**src/rtl/dshift_buf.sv**
```systemverilog
// Bidirectional lane shift buffer with per-lane valid, rotate, parallel load/clear and an eject port.
// Latency 1 cycle for every operation; no backpressure, a new operation is accepted every cycle.
module dshift_buf #(
    parameter int DW    = 16,
    parameter int DEPTH = 4,
    parameter int CW    = $clog2(DEPTH + 1)
) (
    input  logic                  clk,
    input  logic                  rst_n,
    input  logic                  en,
    input  logic [2:0]            mode,
    input  logic [DW-1:0]         din,
    input  logic                  din_valid,
    input  logic [DW*DEPTH-1:0]   pdin,
    input  logic [DEPTH-1:0]      pvld,
    output logic [DW*DEPTH-1:0]   dout,
    output logic [DEPTH-1:0]      vld,
    output logic [CW-1:0]         count,
    output logic                  full,
    output logic                  empty,
    output logic [DW-1:0]         so_data,
    output logic                  so_valid,
    output logic                  err
);

    localparam logic [2:0] MODE_HOLD     = 3'd0;
    localparam logic [2:0] MODE_SHIFT_UP = 3'd1;
    localparam logic [2:0] MODE_SHIFT_DN = 3'd2;
    localparam logic [2:0] MODE_ROT_UP   = 3'd3;
    localparam logic [2:0] MODE_ROT_DN   = 3'd4;
    localparam logic [2:0] MODE_LOAD     = 3'd5;
    localparam logic [2:0] MODE_CLEAR    = 3'd6;

    typedef logic [DEPTH-1:0][DW-1:0] lanes_t;

    lanes_t           lane_q, lane_n;
    logic [DEPTH-1:0] vld_q, vld_n;
    logic [CW-1:0]    count_q, count_n;
    logic             full_q, empty_q;
    logic [DW-1:0]    so_data_q, so_data_n;
    logic             so_valid_q, so_valid_n;
    logic             err_q, err_n;

    function automatic logic [CW-1:0] popcount(input logic [DEPTH-1:0] v);
        logic [CW-1:0] c;
        c = '0;
        for (int i = 0; i < DEPTH; i++) begin
            c = c + CW'(v[i]);
        end
        return c;
    endfunction

    always_comb begin
        lane_n     = lane_q;
        vld_n      = vld_q;
        so_data_n  = so_data_q;
        so_valid_n = 1'b0;
        err_n      = 1'b0;
        if (en) begin
            case (mode)
                MODE_HOLD: begin
                end
                MODE_SHIFT_UP: begin
                    for (int i = 1; i < DEPTH; i++) begin
                        lane_n[i] = lane_q[i-1];
                    end
                    lane_n[0]  = din;
                    vld_n      = {vld_q[DEPTH-2:0], din_valid};
                    so_data_n  = lane_q[DEPTH-1];
                    so_valid_n = vld_q[DEPTH-1];
                end
                MODE_SHIFT_DN: begin
                    for (int i = 0; i < DEPTH - 1; i++) begin
                        lane_n[i] = lane_q[i+1];
                    end
                    lane_n[DEPTH-1] = din;
                    vld_n           = {din_valid, vld_q[DEPTH-1:1]};
                    so_data_n       = lane_q[0];
                    so_valid_n      = vld_q[0];
                end
                MODE_ROT_UP: begin
                    for (int i = 1; i < DEPTH; i++) begin
                        lane_n[i] = lane_q[i-1];
                    end
                    lane_n[0] = lane_q[DEPTH-1];
                    vld_n     = {vld_q[DEPTH-2:0], vld_q[DEPTH-1]};
                end
                MODE_ROT_DN: begin
                    for (int i = 0; i < DEPTH - 1; i++) begin
                        lane_n[i] = lane_q[i+1];
                    end
                    lane_n[DEPTH-1] = lane_q[0];
                    vld_n           = {vld_q[0], vld_q[DEPTH-1:1]};
                end
                MODE_LOAD: begin
                    lane_n = pdin;
                    vld_n  = pvld;
                end
                MODE_CLEAR: begin
                    lane_n = '0;
                    vld_n  = '0;
                end
                default: begin
                    err_n = 1'b1;
                end
            endcase
        end
        // Count tracks the next valid vector so it never lags vld by a cycle.
        count_n = popcount(vld_n);
    end

    always_ff @(posedge clk) begin
        if (!rst_n) begin
            lane_q     <= '0;
            vld_q      <= '0;
            count_q    <= '0;
            full_q     <= 1'b0;
            empty_q    <= 1'b1;
            so_data_q  <= '0;
            so_valid_q <= 1'b0;
            err_q      <= 1'b0;
        end else begin
            lane_q     <= lane_n;
            vld_q      <= vld_n;
            count_q    <= count_n;
            full_q     <= (count_n == CW'(DEPTH));
            empty_q    <= (count_n == '0);
            so_data_q  <= so_data_n;
            so_valid_q <= so_valid_n;
            err_q      <= err_n;
        end
    end

    assign dout     = lane_q;
    assign vld      = vld_q;
    assign count    = count_q;
    assign full     = full_q;
    assign empty    = empty_q;
    assign so_data  = so_data_q;
    assign so_valid = so_valid_q;
    assign err      = err_q;

endmodule
```
**config.mk**
```make
export PLATFORM = sky130hd
export DESIGN_NAME = dshift_buf
export DESIGN_NICKNAME = d
export VERILOG_FILES = /design/src/rtl/dshift_buf.sv
export SDC_FILE = /design/constraint.sdc
export NUM_CORES = 1
export LEC_CHECK = 0
export CAP_MARGIN = 20
export CORE_AREA = 2 2 111 113
export CTS_CLUSTER_DIAMETER = 200
export CTS_CLUSTER_SIZE = 28
export DETAILED_ROUTE_END_ITERATION = 8
export DIE_AREA = 0 0 113 115
export GPL_TIMING_DRIVEN = 0
export PLACE_DENSITY = 0.82
export RECOVER_POWER = 100
export SLEW_MARGIN = 5
export SYNTH_ARGS = -nofsm -noshare
export SYNTH_HDL_FRONTEND = slang
export SYNTH_SLANG_ARGS = --single-unit
```
**constraint.sdc**
```tcl
create_clock -name clk -period 3.1 [get_ports clk]
set_clock_uncertainty 0.15 [all_clocks]
set_input_delay 0.465 -clock clk [delete_from_list [all_inputs] [get_ports clk]]
set_output_delay 0.465 -clock clk [all_outputs]
set_load 0.01 [all_outputs]
```
==> impl_metrics.tcl <==
set metrics [dict create \
    power_density_nw_per_um2 504.3 \
    leakage_nw 2.598 \
    clkLatencyLatePin_ns 0.36 \
    synth_edf_count 0 \
    route.detailed.drc 15 \
    synthMuxAreaShare_pct 0.4425 \
    r2r-start "vld[3]$_SDFF_PN0_" \
    outcome "finished, violations left" \
    slew_violations 0 \
    hold_class "input port to register" \
    io_pins 182 \
    rows 40 \
    tightest_slew_ns 0.6989 \
    grt_pass1_wl_um 31890 \
    finalHoldViolCount 0 \
    syn_area_um2 4524 \
    slew-limit-headroom_pct 53.41 \
    synth_fa_ha_area_share_pct 0.9956 \
    place_area_um2 6520 \
    rsz0062_at_grt "no" \
    cts_tree "built" \
    min_period_ns 2.886 \
    crit_path_max_fanout 10 \
    synth_commonest_cells "dfxtp_1, o21ai_0, nor2_1" \
    worst-setup-path-type "input port to register" \
    antenna_found_initial 0 \
    cts_buffers 9 \
    seq_area_frac_synth_pct 40.27 \
    synth_compound_area_share_pct 36.20 \
    synthCells 535 \
    cts_num_sinks 91 \
    wl_um 21430 \
    cap_violations 0 \
    viasPerCell 6.839 \
    utilization_pct 58.37 \
    critPathCaptureType "register" \
    grt_pass1_vias 5726 \
    root_buffer "clkbuf_16" \
    finalSetupViolCount 0 \
    crit_path_start "en" \
    synth-main-ff-cell "dfxtp_1" \
    yosys_warnings 0 \
    postLayoutCellArea_um2 6894 \
    holdCritStartpoint "mode[1]" \
    hold_slack_ns 0.3080 \
    cp.required_ns 3.22 \
    fin_cells 880 \
    drtAntennaViolNets 0 \
    peakVddDrop_v 0.0002865 \
    drt_pass1_iterations 9 \
    postCtsHoldBufs 0 \
    synth_xor_area_share_pct 0.3872 \
    synth.most_common_cell "dfxtp_1" \
    die_w_um 113 \
    synth_simple_gate_area_share_pct 14.63 \
    htreeDepth 3 \
    antenna_cells 0 \
    clockBufferDepth 2 \
    num_vias 6018 \
    synth_top_area_share_pct 40.27 \
    start_util_pct 38.31 \
    syn-mean-instance-area_um2 8.457 \
    nets 824 \
    grt_max_degree 15 \
    start_kind "input port" \
    core_region_area_um2 11810 \
    dpl.cell_count 863 \
    wl_per_cell_um 24.35 \
    post-route-period-util_pct 93.09 \
    place_ws_ns -0.9133 \
    violations "DRC" \
    drtIter0Drc 1350 \
    ys_ff_latch 91 \
    globalplace.congestion 0.9887 \
    power.total_mw 3.476 \
    async_flop_share_pct 0 \
    yosys-top-cells-area "dfxtp_1, o21ai_0, a222oi_1, a22oi_1, a21oi_1" \
    yosysTopAreaCell "dfxtp_1" \
    fmax_mhz 346.5 \
    numPortBuffers 181 \
    synth_top_family_by_area "compound AO/OA/AOI/OAI gates" \
    die_area_um2 13000 \
    path_clk_slew_ns 0.07 \
    setup_ws_ns 0.2142 \
    grtUsageTotal_pct 31.74 \
    cp.arrival_ns 3.01 \
    dpl.hpwl_um 15200 \
    fin_setup_tns_ns 0 \
    drive_above_1_share_pct 6.412 \
    synth_nets 629 \
    area_delta_synth_final_pct 52.38 \
    grt_overflow 0 \
    ys_types 43 \
    die-height_um 115 \
]
sequential cells by signal (all words and copies together) (netlist names):
name and flops:
dout 64, so_data 16, vld 4, count 3, empty 1, err 1
full 1, so_valid 1
logic make-up after synthesis:
group,count (synthesis)
adders and majority gates,3
DFF,91
muxes,2
and+or+nand+nor,128
xor gates and xnor gates,2
AOI/OAI and AO/OA,242
buffers and inverters,67
placed cells by master (no fill, tap or decap), types with 5 or more instances in the layout:
cell type,count
and3_1,18
o21ai_0,82
dlygate4sd3_1,92
nor2_1,36
a222oi_1,33
dfxtp_1,91
nor4_1,15
clkbuf_16,10
a311oi_1,16
clkdlybuf4s50_1,86
a22oi_1,31
a31oi_1,19
buf_2,9
clkbuf_1,42
buf_6,5
nor3_1,17
nand2_1,18
a21oi_1,35
o221ai_1,16
buf_4,5
critical path: stages:
cell,delay [ns]
clkdlybuf4s50_1,0.57
and3_1,0.21
buf_6,0.14
buf_6,0.17
clkbuf_16,0.19
a21oi_4,0.06
fa_1,0.47
ha_1,0.22
ha_1,0.30
o31ai_1,0.20
worst paths after layout:
check / end / slack, ns / depth (start not counted)
setup / recovery: empty$_SDFF_PN1_ / 0.21 / 10
hold / removal: err$_SDFF_PN0_ / 0.31 / 3
setup reg to reg: empty$_SDFF_PN1_ / 0.68 / 8
hold reg to reg: so_data[5]$_SDFFE_PN0P_ / 0.36 / 2
cell type report:
type | instances | area, um2
plain buffers | 62 | 330.3
well taps | 147 | 183.9
clock inverters | 5 | 103.9
multi-input cells | 377 | 2391
clock buffers | 9 | 225.2
flip-flops and latches | 91 | 1822
fillers | 1010 | 4917
repair buffers | 184 | 1819
inverters | 5 | 18.77
power by group:
| group | internal (mW) | switching [mW] |
|---|---|---|
| Combinational | 0.388 | 0.430 |
| Clock | 0.780 | 0.495 |
| Sequential | 1.27 | 0.117 |
| Total | 2.43 | 1.04 |
metal layers:
layer	vias up	GRT usage (%)	routed length [um]
met4	0	19.11	1249
met2	642	48.94	9601
li1	2494	-	-
met1	2731	40.23	7295
met3	151	8.013	3280
met5	-	0	0
repair_timing:
item                                    4_1_cts  5_1_grt
pin swaps                                     3        1
buffers inserted                              1        2
endpoints found under the setup margin        5        3
resized for setup                            22        6
No activity file was read; power rests on OpenSTA's default activity.
